`src/rtl/risc16_datapath.sv`:
```
// risc16_datapath: register file, Rp/Rq operand latches, registered 8-op ALU and write-back mux
//   clk, reset            clock (rising edge), asynchronous active-high reset
//   RF_W_data, RF_s1/s0   8-bit immediate and write-back select {s1,s0}
//   RF_W_addr/RF_W_wr     write port
//   RF_Rp_*/RF_Rq_*       read ports into the Rp/Rq latches (1 clk latency, no bypass)
//   alu_s, R_data         ALU op select, data memory read data
//   RF_Rp_zero, W_data    Rp latch == 0, store data (= Rp latch)
//   alu_q/carry_q/ovf_q   registered ALU result and flags
//   sel_err               sticky flag for a write attempted with select 2'b11
module risc16_datapath #(
  parameter int W  = 16,
  parameter int AW = 4
) (
  input  logic          clk,
  input  logic          reset,
  input  logic [7:0]    RF_W_data,
  input  logic          RF_s1,
  input  logic          RF_s0,
  input  logic [AW-1:0] RF_W_addr,
  input  logic          RF_W_wr,
  input  logic [AW-1:0] RF_Rp_addr,
  input  logic          RF_Rp_rd,
  input  logic [AW-1:0] RF_Rq_addr,
  input  logic          RF_Rq_rd,
  input  logic [2:0]    alu_s,
  input  logic [W-1:0]  R_data,
  output logic          RF_Rp_zero,
  output logic [W-1:0]  W_data,
  output logic [W-1:0]  alu_q,
  output logic          carry_q,
  output logic          ovf_q,
  output logic          sel_err
);
  logic [W-1:0] rf [2**AW];
  logic [W-1:0] rp_q, rq_q, alu_r, wb_data;
  logic         alu_c, alu_v;
  logic [W:0]   sum, dif;
  logic [1:0]   wb_sel;
  assign wb_sel     = {RF_s1, RF_s0};
  assign sum        = {1'b0, rp_q} + {1'b0, rq_q};
  assign dif        = {1'b0, rp_q} - {1'b0, rq_q};
  assign RF_Rp_zero = rp_q == '0;
  assign W_data     = rp_q;
  assign wb_data    = wb_sel == 2'b00 ? alu_q :
                      wb_sel == 2'b01 ? R_data : {{(W-8){RF_W_data[7]}}, RF_W_data};
  // dif[W] is the borrow of the unsigned subtraction
  always_comb begin
    alu_r = '0;
    alu_c = 1'b0;
    alu_v = 1'b0;
    case (alu_s)
      3'b000: begin
        {alu_c, alu_r} = sum;
        alu_v = (rp_q[W-1] == rq_q[W-1]) && (sum[W-1] != rp_q[W-1]);
      end
      3'b001: begin
        {alu_c, alu_r} = dif;
        alu_v = (rp_q[W-1] != rq_q[W-1]) && (dif[W-1] != rp_q[W-1]);
      end
      3'b010: alu_r = rp_q & rq_q;
      3'b011: alu_r = rp_q | rq_q;
      3'b100: alu_r = rp_q ^ rq_q;
      3'b101: alu_r = ~rp_q;
      3'b110: {alu_c, alu_r} = {rp_q, 1'b0};
      default: {alu_r, alu_c} = {1'b0, rp_q};
    endcase
  end
  always_ff @(posedge clk or posedge reset)
    if (reset) begin
      for (int i = 0; i < 2**AW; i++) rf[i] <= '0;
      rp_q    <= '0;
      rq_q    <= '0;
      alu_q   <= '0;
      carry_q <= 1'b0;
      ovf_q   <= 1'b0;
      sel_err <= 1'b0;
    end else begin
      if (RF_Rp_rd) rp_q <= rf[RF_Rp_addr];
      if (RF_Rq_rd) rq_q <= rf[RF_Rq_addr];
      alu_q   <= alu_r;
      carry_q <= alu_c;
      ovf_q   <= alu_v;
      if (RF_W_wr && wb_sel == 2'b11) sel_err <= 1'b1;
      else if (RF_W_wr) rf[RF_W_addr] <= wb_data;
    end
endmodule

```
`config.mk`:
```
export PLATFORM = sky130hd
export DESIGN_NAME = risc16_datapath
export DESIGN_NICKNAME = d
export VERILOG_FILES = /design/src/rtl/risc16_datapath.sv
export SDC_FILE = /design/constraint.sdc
export NUM_CORES = 1
export LEC_CHECK = 0
export CAP_MARGIN = 20
export CELL_PAD_IN_SITES_DETAIL_PLACEMENT = 0
export CELL_PAD_IN_SITES_GLOBAL_PLACEMENT = 1
export CORE_ASPECT_RATIO = 2
export CORE_MARGIN = 3
export CORE_UTILIZATION = 35
export CTS_BUF_LIST = sky130_fd_sc_hd__clkbuf_16
export DETAILED_ROUTE_END_ITERATION = 10
export PLACE_DENSITY = 0.58
export REMOVE_ABC_BUFFERS = 1
export SYNTH_ARGS = -nofsm -noshare
export SYNTH_HDL_FRONTEND = slang
export SYNTH_SLANG_ARGS = --single-unit
```
`constraint.sdc`:
```
create_clock -name clk -period 13.9 [get_ports clk]
set_input_delay 2.78 -clock clk [delete_from_list [all_inputs] [get_ports clk]]
set_output_delay 2.78 -clock clk [all_outputs]
set_load 0.05 [all_outputs]
```
==> results of run 1 <==
-- synthesized netlist by cell type (12+ instances only) --
cell                       number
sky130_fd_sc_hd__ha_1          50
sky130_fd_sc_hd__mux2_2        13
sky130_fd_sc_hd__o21ai_0      336
sky130_fd_sc_hd__inv_1         53
sky130_fd_sc_hd__clkbuf_1     104
sky130_fd_sc_hd__o21ai_1       15
sky130_fd_sc_hd__buf_2         25
sky130_fd_sc_hd__nor3_1        12
sky130_fd_sc_hd__nand2_1      330
sky130_fd_sc_hd__a21oi_1       40
sky130_fd_sc_hd__nand3_1       18
sky130_fd_sc_hd__mux2i_1       16
sky130_fd_sc_hd__buf_1         12
sky130_fd_sc_hd__mux4_2       160
sky130_fd_sc_hd__nor2_1        59
sky130_fd_sc_hd__dfrtp_1      307
-- state kept, by name (all words and copies together) (netlist names) --
register	count
rf	256
W_data	16
alu_q	16
rq_q	16
carry_q	1
ovf_q	1
sel_err	1
-- critical path: stages (launching register included) --
cell                              delay, ns
sky130_fd_sc_hd__dfrtp_1               0.58
sky130_fd_sc_hd__nor4_1                0.63
sky130_fd_sc_hd__and4_1                0.36
sky130_fd_sc_hd__clkdlybuf4s50_1       0.83
-- logic make-up after synthesis --
kind of cell             synth area share (%)
AO/OA/AOI/OAI                           15.30
XOR/XNOR                              0.09896
adder cells (fa/ha/maj)                 3.760
buffers and inverters                   4.353
flip-flops                              43.39
multiplexers                            22.15
AND/OR/NAND/NOR                         10.95
-- per-stage QoR --
| step | instance area, um^2 | setup WS, ns |
|---|---|---|
| floorplan | 17140 | 2.632 |
| finish | 20050 | 8.138 |
| CTS | 20030 | 8.101 |
| global route | 20050 | 8.087 |
| global placement | 19050 | 8.157 |
| detailed placement | 19060 | 8.086 |
-- report_power, final --
part,leakage [nW],switching (W),total (W),internal [W]
Clock,0.487,0.000368,0.000840,0.000472
Combinational,4.09,0.000647,0.00116,0.000510
Sequential,3.93,0.000219,0.00134,0.00112
Total,8.51,0.00123,0.00333,0.00210
-- cell type report --
cell class                      count  share of cell area, %
Multi-Input combinational cell   1195                  46.13
Sequential cell                   307                  38.31
Timing Repair Buffer              128                  5.603
Tap cell                          649                  4.049
Clock buffer                       29                  3.619
Clock inverter                     23                  1.204
Inverter                           56                  1.086
-- metal layers --
layer  part of all wire [%]  track usage (%)  vias to the layer above  wire, um
li1                       -                -                     6191         -
met3                    3.7            2.338                      106      2305
met2                     53            42.07                      344     32710
met4                    4.2            9.235                        0      2625
met1                     39            28.64                     6919     24240
met5                      0                0                        -         0
-- how the worst max path moves through the flow --
stage               slack, ns  startpoint         end  cells after the start
floorplan                2.63       reset   W_data[0]                      1
global placement         8.16       reset     rf[116]                      4
detailed placement       8.09    alu_s[1]   alu_q[14]                      9
CTS                      8.10   W_data[0]  RF_Rp_zero                      3
global route             8.09   W_data[0]  RF_Rp_zero                      3
finish                   8.14   W_data[0]  RF_Rp_zero                      3
==> out/summary.log, run 1 <==
INFO  run_status     outcome=completed
INFO  pwr            power.total=0.003333W
INFO  cts            cts.root.buffer_cell=sky130_fd_sc_hd__clkbuf_16
INFO  timing         slew_at_the_pin_with_the_worst_max_slew_slack=1.075ns
INFO  global_route   grt-ovfl-total=0
INFO  timing         setup_total_negative_slack=0ns
INFO  global_route   grt_pass1_wl=92380um
INFO  timing         max_slew_margin=27.88%
INFO  synth          synth-async-reset-ratio=100.0%
INFO  critical_path  reg2regPathDepth=9
INFO  synth          top_flip_flop_cell_by_instance_count_after_synthesis=sky130_fd_sc_hd__dfrtp_1
INFO  critical_path  worst-endpoint-arrival=2.98ns
INFO  global_route   grtUsageTotal=23.44%
INFO  finish         share_of_post_route_cells_with_drive_strength_above_1=16.28%
INFO  place          placed_cells_incl_taps=2332
INFO  cts            cts_sinks=307
INFO  place          io_buffer_count=81
INFO  timing         fmax=0.1735GHz
INFO  pwr            power-per-cell-area=166.2nW/um^2
INFO  finish         multiInputGateArea=9251um^2
INFO  finish         fill_cells=4964
INFO  die            die-height=324.1um
INFO  job            cap_viol_max_count=0
INFO  global_route   grt_start_max_net_pins=95
INFO  min_path       path_type_of_the_worst_min_delay_path=reg2reg
INFO  synth          synth_seq_cells=307
INFO  cts            cts_buffers=29
INFO  synth          yosysWarningCount=0
INFO  finish         most_frequent_standard_cell_in_the_layout_excluding_fill_and_tap_cells=sky130_fd_sc_hd__o21ai_0
INFO  finish         finish.utilization=40.05%
INFO  global_route   via_count_of_the_first_global_routing_pass=13970
INFO  critical_path  r2r_end=alu_q[15]
INFO  timing         setup_repair_after_global_routing_missed_its_margin=no
INFO  finish         area_growth_syn_to_layout=13.27%
INFO  die            initial_utilization=35.36%
INFO  cts            clkLatencyLatePin=0.58ns
INFO  die            std_cell_rows=116
INFO  route          finalWirelength=61880um
INFO  pwr            vdd.ir_drop.worst=98.09uV
INFO  place          dp.final_hpwl=40460um
INFO  synth          avgSynthCellArea=10.42um^2
INFO  cts            ctsLongestPathBuffers=3
INFO  die            core-area=50070um^2
INFO  synth          edff_count_synth=0
INFO  finish         diodes=0
INFO  route          drt-vias-per-instance=5.681
INFO  synth          post-synth-top-area-cell=sky130_fd_sc_hd__dfrtp_1
INFO  cts            post_cts_repair_resize_count=0
INFO  timing         finalHoldViolations=0
INFO  route          drcViolationCount=0
INFO  timing         final_min_period_over_clock_period=41.45%
INFO  place          routabilityCongestion=0.9139
INFO  die            io_pins=82
INFO  die            die_w=165.0um
INFO  synth          sequential_fraction_of_the_synthesis_area=43.39%
INFO  min_path       min_delay_worst_endpoint=rf[94]
INFO  cts            clkTransAtPathRegs=0.06ns
INFO  finish         register_area=7682um^2
INFO  synth          ys_top_cells_by_area=sky130_fd_sc_hd__dfrtp_1, sky130_fd_sc_hd__mux4_2, sky130_fd_sc_hd__o21ai_0, sky130_fd_sc_hd__nand2_1, sky130_fd_sc_hd__ha_1
INFO  synth          synth_cell_types=69
INFO  finish         finish.net_count=1815
INFO  cts            cts_max_level=1
INFO  finish         most-common-layout-cells=sky130_fd_sc_hd__o21ai_0, sky130_fd_sc_hd__nand2_1, sky130_fd_sc_hd__dfrtp_1
INFO  cts            cts_post_setup_buffers_inserted=0
INFO  timing         final_max_slew_viol_count=0
INFO  critical_path  worstPathRequired=11.12ns
INFO  critical_path  timing.critical_path.to_type=output pin
INFO  timing         post-route-min-period=5.762ns
INFO  route          dr_total_vias=13560
INFO  critical_path  largest_fanout_on_the_critical_path=7
INFO  timing         fin_skew=0.01822ns
INFO  synth          yosys.area.top_type_share=43.39%
INFO  global_route   number_of_antenna_violations_at_the_first_check_in_global_routing=0
INFO  route          route.antenna.remaining_nets=0
INFO  critical_path  crit_path_start_kind=register
INFO  pwr            leakage=8.509nW
INFO  timing         count_of_endpoints_failing_setup_in_the_final_report=0
INFO  route          drt-wirelength-per-cell=25.92um
INFO  critical_path  reg2reg_from=W_data[1]
INFO  cts            number_of_buffers_inserted_for_hold_repair_after_clock_tree_synthesis=0
INFO  finish         post_layout_nonfiller_instances=2387
INFO  synth          syn-instance-count=1699
INFO  route          drt_first_iter_violations=841
INFO  critical_path  timing.setup.critical_path_class=reg2out
INFO  critical_path  rrSetupSlack=10.44ns
INFO  timing         hold_slack=0.4989ns
INFO  die            dieArea=53480um^2
INFO  synth          netlist_area=17700um^2
INFO  min_path       start_point_of_the_worst_hold_path=rf[94]
INFO  cts            cts_tree=built
INFO  route          drt-pass1-iter-count=7
INFO  min_path       hold_path_depth=2
Note: power is estimated with default switching activity, not from simulation.
==> inputs of run 2 (changes only) <==
==> constraint.sdc (replaced) <==
create_clock -name clk -period 5.8 [get_ports clk]
set_input_delay 1.16 -clock clk [delete_from_list [all_inputs] [get_ports clk]]
set_output_delay 1.16 -clock clk [all_outputs]
set_load 0.05 [all_outputs]
==> run 2 against run 1 <==
Compared with the run above:
- clock skew rose by 0.014 ns
- design area rose by 0.77%
- clock power rose by 140%
- hold slack got worse by 0.0016 ns
- flip-flop and latch count did not move
- combinational power rose by 140%
- sequential share of layout area fell by 0.29 points
- global-route usage barely moved
- highest routed layer unchanged
==> out/summary.log, run 2 (synthesized netlist as in run 1, its figures left out) <==
INFO  finish         share_of_post_route_cells_with_drive_strength_above_1=16.69% [+0.40 points]
INFO  timing         setup_repair_after_global_routing_missed_its_margin=no
INFO  finish         area_growth_syn_to_layout=14.15%
INFO  finish         diodes=0 [unchanged]
INFO  route          dr_total_vias=13512 [-0.35%]
INFO  global_route   number_of_antenna_violations_at_the_first_check_in_global_routing=0 [unchanged]
INFO  cts            cts_sinks=307 [unchanged]
INFO  die            std_cell_rows=116 [unchanged]
INFO  place          placement.cell_area=19130um^2 [+0.35%]
INFO  finish         post_layout_nonfiller_instances=2393 [+0.25%]
INFO  critical_path  cpPeakStageDelay=0.86ns [+0.03 ns]
INFO  critical_path  worst_path_dominant_cell_family=simple AND/OR/NAND/NOR gates
INFO  place          io_buffer_count=81 [unchanged]
INFO  critical_path  critical_path.n_buffers_inverters=1 [unchanged]
INFO  place          routabilityCongestion=0.9093 [-0.50%]
INFO  timing         final_max_slew_viol_count=0 [unchanged]
INFO  finish         multiInputGateArea=9251um^2 [unchanged]
INFO  critical_path  critical_path.slowest_cell=sky130_fd_sc_hd__clkdlybuf4s50_1
INFO  pwr            leakage=8.553nW [+0.52%]
INFO  global_route   grtUsageTotal=23.47% [+0.030 points]
INFO  place          place_worst_setup_slack=1.796ns [-6.289 ns]
INFO  cts            clkLatencyLatePin=0.59ns [about the same]
INFO  finish         fill_cells=4990 [+0.52%]
INFO  die            dieArea=53480um^2 [unchanged]
INFO  finish         regMostFlops=rf
INFO  place          dp.final_hpwl=40980um [+1.3%]
INFO  timing         max_slew_margin=33.88% [+6.0 points]
INFO  timing         slew_at_the_pin_with_the_worst_max_slew_slack=0.9882ns [-0.08637 ns]
INFO  timing         fmax=0.2417GHz
INFO  cts            cts_max_level=1 [unchanged]
INFO  critical_path  timing.setup.critical_path_class=reg2out
INFO  route          finalWirelength=61490um [-0.63%]
INFO  global_route   grt_start_max_net_pins=118 [+24%]
INFO  critical_path  crit_path_start_kind=register
INFO  global_route   via_count_of_the_first_global_routing_pass=14002 [+0.23%]
INFO  die            core-area=50070um^2 [unchanged]
INFO  timing         minimum_setup_slack_in_the_final_design=1.662ns [-6.476 ns]
INFO  job            cap_viol_max_count=0 [unchanged]
INFO  die            io_pins=82 [unchanged]
INFO  route          drt_first_iter_violations=870 [+3.4%]
INFO  timing         fin_skew=0.03190ns [+0.01368 ns]
INFO  timing         post-route-min-period=4.138ns
INFO  pwr            vdd.ir_drop.worst=220.8uV [+130%]
INFO  cts            cts_tree=built
INFO  pwr            power-per-cell-area=397.6nW/um^2 [+140%]
INFO  critical_path  largest_fanout_on_the_critical_path=8 [+1]
INFO  global_route   grt-ovfl-total=0 [unchanged]
INFO  route          drt-vias-per-instance=5.646 [-0.60%]
INFO  cts            cts_buffers=30 [+3.4%]
INFO  critical_path  worstPathRequired=4.64ns [-6.48 ns]
INFO  cts            cts.root.buffer_cell=sky130_fd_sc_hd__clkbuf_16
INFO  cts            clkTransAtPathRegs=0.07ns [about the same]
INFO  timing         final_min_period_over_clock_period=71.34%
INFO  timing         count_of_endpoints_failing_setup_in_the_final_report=0 [unchanged]
INFO  timing         setup_total_negative_slack=0ns [unchanged]
INFO  route          drt-wirelength-per-cell=25.69um [-0.88%]
INFO  route          route.antenna.remaining_nets=0 [unchanged]
INFO  finish         stdcell_area=20210um^2 [+0.77%]
INFO  finish         most_frequent_standard_cell_in_the_layout_excluding_fill_and_tap_cells=sky130_fd_sc_hd__o21ai_0
INFO  finish         finish.net_count=1820 [+0.28%]
INFO  critical_path  worst-endpoint-arrival=2.98ns [about the same]
INFO  finish         largest_reg_flops=256 [unchanged]
INFO  route          drt-pass1-iter-count=5 [-2]
INFO  cts            number_of_buffers_inserted_for_hold_repair_after_clock_tree_synthesis=0 [unchanged]
INFO  run_status     outcome=completed
INFO  die            die_w=165.0um [unchanged]
INFO  die            initial_utilization=35.36% [unchanged]
INFO  timing         finalHoldViolations=0 [unchanged]
INFO  die            die-height=324.1um [unchanged]
INFO  route          drcViolationCount=0 [unchanged]
INFO  global_route   grt_pass1_wl=92610um [+0.25%]
INFO  critical_path  timing.critical_path.to_type=output pin
INFO  cts            post_cts_repair_resize_count=0 [unchanged]
INFO  cts            cts_post_setup_buffers_inserted=0 [unchanged]
INFO  critical_path  cp_cell_sequence=nor4_1, and4_1, clkdlybuf4s50_1
INFO  place          placed_cells_incl_taps=2331 [-0.043%]
INFO  finish         most-common-layout-cells=sky130_fd_sc_hd__o21ai_0, sky130_fd_sc_hd__nand2_1, sky130_fd_sc_hd__dfrtp_1
INFO  finish         register_area=7682um^2 [unchanged]
INFO  min_path       path_type_of_the_worst_min_delay_path=reg2reg
INFO  cts            ctsLongestPathBuffers=3 [unchanged]
## run 2: cell count changes in the layout (fill, tap and decap cells not counted), sizes merged
cell,delta
buf,+4
clkbuf,+1
clkinv,+1
clkinvlp,+3
bufinv,-1
inv,-2
## run 2: per-layer routing
layer | global-route usage, % | wire length (um) | up-vias
met5 | 0 | 0 | -
met4 | 8.190 | 2305 | 0
met3 | 2.006 | 2298 | 92
met2 | 41.89 | 32400 | 331
met1 | 29.58 | 24480 | 6888
li1 | - | - | 6201
## run 2: per-stage QoR
step                      hold WS [ns]  power (W)  util, %
final                           0.4973   0.008035    40.36
after global routing            0.5203   0.008508    40.36
after CTS                       0.5009   0.008108    40.20
after detailed placement        0.4850   0.006037    38.21
after global placement          0.4724   0.005974    38.19
after floorplan                 0.4609   0.004962        -
## run 2: worst min-delay path, cell delays in order (launching register included)
cell and delay (ns):
sky130_fd_sc_hd__dfrtp_1 0.35, sky130_fd_sc_hd__nand2_1 0.05, sky130_fd_sc_hd__o21ai_0 0.06
## run 2: cell type report
class	instances	share of cell area [%]
inverters	56	1.077
well taps	649	4.018
repair buffers	132	6.179
multi-input cells	1195	45.78
flip-flops and latches	307	38.01
clock inverters	24	1.220
clock buffers	30	3.715
## run 2: power by group
group / switching, W / internal, W / leakage, nW / total (W)
clock: 0.000919 / 0.00113 / 0.476 / 0.00205
sequential: 0.000490 / 0.00268 / 3.93 / 0.00317
combinational: 0.00159 / 0.00123 / 4.14 / 0.00282
## run 2: path summary, 6_finish.rpt
check	startpoint	to	slack [ns]	cells after the start
min	rf[150]	rf[150]	0.50	2
min in group asynchronous	reset	rf[253]	1.14	2
max reg2reg	W_data[3]	alu_q[15]	2.36	9
min reg2reg	rf[150]	rf[150]	0.50	2
max	W_data[13]	RF_Rp_zero	1.66	3
max in group asynchronous	reset	rf[148]	3.49	3
==> inputs of run 3 (changes only) <==
--- a/config.mk
+++ b/config.mk
@@ -13,7 +13,7 @@
 export CORE_UTILIZATION = 35
 export CTS_BUF_LIST = sky130_fd_sc_hd__clkbuf_16
 export DETAILED_ROUTE_END_ITERATION = 10
-export PLACE_DENSITY = 0.58
+export PLACE_DENSITY = 0.6
 export REMOVE_ABC_BUFFERS = 1
 export SYNTH_ARGS = -nofsm -noshare
 export SYNTH_HDL_FRONTEND = slang
==> constraint.sdc (replaced) <==
create_clock -name clk -period 3.8 [get_ports clk]
set_input_delay 0.76 -clock clk [delete_from_list [all_inputs] [get_ports clk]]
set_output_delay 0.76 -clock clk [all_outputs]
set_load 0.05 [all_outputs]
==> run 3 against run 2 <==
Compared with the run above:
- count of clock-buffer cells in the layout down 1
- design area up 0.58%
- total power up 50%
- non-clock buffer count up 30
- critical path depth unchanged
- flip-flop and latch count unchanged
- sequential share of layout area down 0.22 points
- global-route usage up 0.14 points
- clock power up 40%
- setup slack worse by 1.5 ns
- critical endpoint unchanged
==> out/summary.log, run 3 (synthesized netlist as in run 1, its figures left out) <==
INFO  global_route   via_count_of_the_first_global_routing_pass=14186 [+1.3%]
INFO  critical_path  timing.critical_path.to_type=output pin
INFO  place          dp.final_hpwl=43530um [+6.2%]
INFO  cts            cts_buffers=29 [-3.3%]
INFO  pwr            vdd.ir_drop.worst=262.9uV [+19%]
INFO  critical_path  reg2reg_from=W_data[1]
INFO  route          drt_first_iter_violations=998 [+15%]
INFO  timing         max_slew_margin=37.05% [+3.2 points]
INFO  cts            ctsLongestPathBuffers=3 [unchanged]
INFO  critical_path  r2r_end=alu_q[15]
INFO  critical_path  rrSetupSlack=0.47ns [-1.89 ns]
INFO  route          finalWirelength=62440um [+1.6%]
INFO  min_path       path_type_of_the_worst_min_delay_path=reg2reg
INFO  timing         slew_at_the_pin_with_the_worst_max_slew_slack=0.9442ns [-0.04398 ns]
INFO  pwr            power.total=0.01209W [+50%]
INFO  global_route   grtUsageTotal=23.61% [+0.14 points]
INFO  pwr            power-per-cell-area=594.7nW/um^2 [+50%]
INFO  finish         share_of_post_route_cells_with_drive_strength_above_1=17.48% [+0.79 points]
INFO  pwr            p_int=0.007584W [+51%]
INFO  route          dr_total_vias=13703 [+1.4%]
INFO  finish         most_frequent_standard_cell_in_the_layout_excluding_fill_and_tap_cells=sky130_fd_sc_hd__o21ai_0
INFO  place          placed_cells_incl_taps=2369 [+1.6%]
INFO  pwr            leakage=8.684nW [+1.5%]
INFO  critical_path  largest_fanout_on_the_critical_path=6 [-2]
INFO  timing         final_min_period_over_clock_period=95.19%
INFO  timing         fmax=0.2765GHz
INFO  pwr            netSwitchingPower=0.004505W [+50%]
INFO  die            io_pins=82 [unchanged]
INFO  cts            cts_sinks=307 [unchanged]
INFO  global_route   number_of_antenna_violations_at_the_first_check_in_global_routing=0 [unchanged]
INFO  die            std_cell_rows=116 [unchanged]
INFO  min_path       min_delay_worst_endpoint=sel_err
INFO  finish         finish.utilization=40.59% [+0.23 points]
INFO  pwr            pwr-share-clk=23.8% [-1.7 points]
INFO  finish         most-common-layout-cells=sky130_fd_sc_hd__o21ai_0, sky130_fd_sc_hd__nand2_1, sky130_fd_sc_hd__dfrtp_1
INFO  finish         post_layout_nonfiller_instances=2417 [+1.0%]
INFO  die            dieArea=53480um^2 [unchanged]
INFO  route          drcViolationCount=0 [unchanged]
INFO  route          drt-pass1-iter-count=5 [unchanged]
INFO  route          drt-wirelength-per-cell=25.83um [+0.54%]
INFO  cts            clkLatencyLatePin=0.57ns [-0.02 ns]
INFO  pwr            pwr-share-comb=36.5% [+1.4 points]
INFO  global_route   grt_start_max_net_pins=74 [-37%]
INFO  timing         fin_skew=0.02145ns [-0.01045 ns]
INFO  place          io_buffer_count=81 [unchanged]
INFO  die            die_w=165.0um [unchanged]
INFO  global_route   grt-ovfl-total=0 [unchanged]
INFO  global_route   grt_pass1_wl=93180um [+0.62%]
INFO  critical_path  crit_path_start_kind=register
INFO  job            cap_viol_max_count=0 [unchanged]
INFO  min_path       hold_path_depth=1 [-1]
INFO  cts            cts_post_setup_buffers_inserted=0 [unchanged]
INFO  run_status     outcome=completed
INFO  finish         diodes=0 [unchanged]
INFO  cts            cts_max_level=1 [unchanged]
INFO  cts            cts_tree=built
INFO  place          routabilityCongestion=0.9428 [+3.7%]
INFO  min_path       start_point_of_the_worst_hold_path=sel_err
INFO  timing         setup_repair_after_global_routing_missed_its_margin=no
INFO  timing         final_max_slew_viol_count=0 [unchanged]
INFO  finish         largest_reg_flops=256 [unchanged]
INFO  route          drt-vias-per-instance=5.669 [+0.41%]
INFO  timing         post-route-min-period=3.617ns
INFO  cts            post_cts_repair_resize_count=0 [unchanged]
INFO  finish         finish.net_count=1849 [+1.6%]
INFO  die            die-height=324.1um [unchanged]
INFO  timing         count_of_endpoints_failing_setup_in_the_final_report=0 [unchanged]
INFO  timing         finalHoldViolations=0 [unchanged]
INFO  finish         area_growth_syn_to_layout=14.81%
INFO  cts            number_of_buffers_inserted_for_hold_repair_after_clock_tree_synthesis=0 [unchanged]
INFO  cts            clkTransAtPathRegs=0.06ns [about the same]
INFO  critical_path  reg2regPathDepth=9 [unchanged]
INFO  route          route.antenna.remaining_nets=0 [unchanged]
INFO  die            core-area=50070um^2 [unchanged]
INFO  finish         regMostFlops=rf
INFO  critical_path  timing.setup.critical_path_class=reg2out
INFO  cts            cts.root.buffer_cell=sky130_fd_sc_hd__clkbuf_16
INFO  critical_path  worst-endpoint-arrival=2.86ns [-0.12 ns]
INFO  pwr            swShare=37.26% [about the same]
INFO  die            initial_utilization=35.36% [unchanged]
INFO  pwr            pwr-share-seq=39.7% [+0.3 points]
INFO  critical_path  worstPathRequired=3.04ns [-1.60 ns]
run 3: cell count changes in the layout (fill, tap and decap cells not counted):
cell,change
sky130_fd_sc_hd__inv_1,+6
sky130_fd_sc_hd__buf_12,+2
sky130_fd_sc_hd__inv_6,-2
sky130_fd_sc_hd__clkinv_8,-1
sky130_fd_sc_hd__buf_4,+29
sky130_fd_sc_hd__clkinv_4,+1
sky130_fd_sc_hd__clkinv_2,-2
sky130_fd_sc_hd__buf_16,-1
sky130_fd_sc_hd__o21ai_0,+2
sky130_fd_sc_hd__bufinv_16,-1
sky130_fd_sc_hd__o21ai_1,-2
sky130_fd_sc_hd__clkbuf_16,-1
sky130_fd_sc_hd__clkinvlp_4,-6
run 3: stage by stage:
stage	setup WS (ns)	TNS [ns]	hold slack [ns]	area, um^2
2_1_floorplan	-5.448	-1672.44	0.4609	17140
3_3_place_gp	0.4248	0	0.4721	19440
3_5_place_dp	0.5660	0	0.4846	19440
4_1_cts	0.1954	0	0.4997	20330
5_1_grt	0.1639	0	0.5197	20330
6_report	0.1830	0	0.4962	20330
run 3: metal layers:
metal  part of all wire, %  vias up  global-route usage, %  routed length, um
li1                      -     6259                      -                  -
met1                    38     6949                  28.52              23790
met2                    53      378                  42.73              33330
met3                   4.4      117                  2.530               2758
met4                   4.1        0                  9.086               2560
met5                     0        -                      0                  0
run 3: area by class of cell:
cell class	count	area (um^2)
clock buffers	29	725.7
fillers	4867	29750
multi-input cells	1195	9251
flip-flops and latches	307	7682
inverters	56	217.7
well taps	649	812.0
repair buffers	162	1479
clock inverters	19	158.9
run 3: worst max path at each step:
stage / depth (start not counted) / to / slack (ns) / startpoint
6_report: 3 / RF_Rp_zero / 0.18 / W_data[11]
5_1_grt: 4 / RF_Rp_zero / 0.16 / W_data[0]
4_1_cts: 3 / RF_Rp_zero / 0.20 / W_data[11]
3_5_place_dp: 9 / alu_q[15] / 0.57 / W_data[1]
3_3_place_gp: 9 / alu_q[15] / 0.42 / W_data[1]
2_1_floorplan: 1 / W_data[0] / -5.45 / reset
run 3: critical path, stage by stage, from the launching register on:
cell and delay, ns:
sky130_fd_sc_hd__dfrtp_1 0.54, sky130_fd_sc_hd__nor4_1 0.51, sky130_fd_sc_hd__and4_1 0.40, sky130_fd_sc_hd__clkdlybuf4s50_1 0.85
run 3: power groups by stage:
stage	clock (W)	sequential (W)	combinational [W]
final	0.00288	0.00480	0.00441
after global routing	0.00308	0.00491	0.00481
after CTS	0.00296	0.00480	0.00444
after detailed placement	0	0.00486	0.00443
after global placement	0	0.00480	0.00440
after floorplan	0	0.00499	0.00259
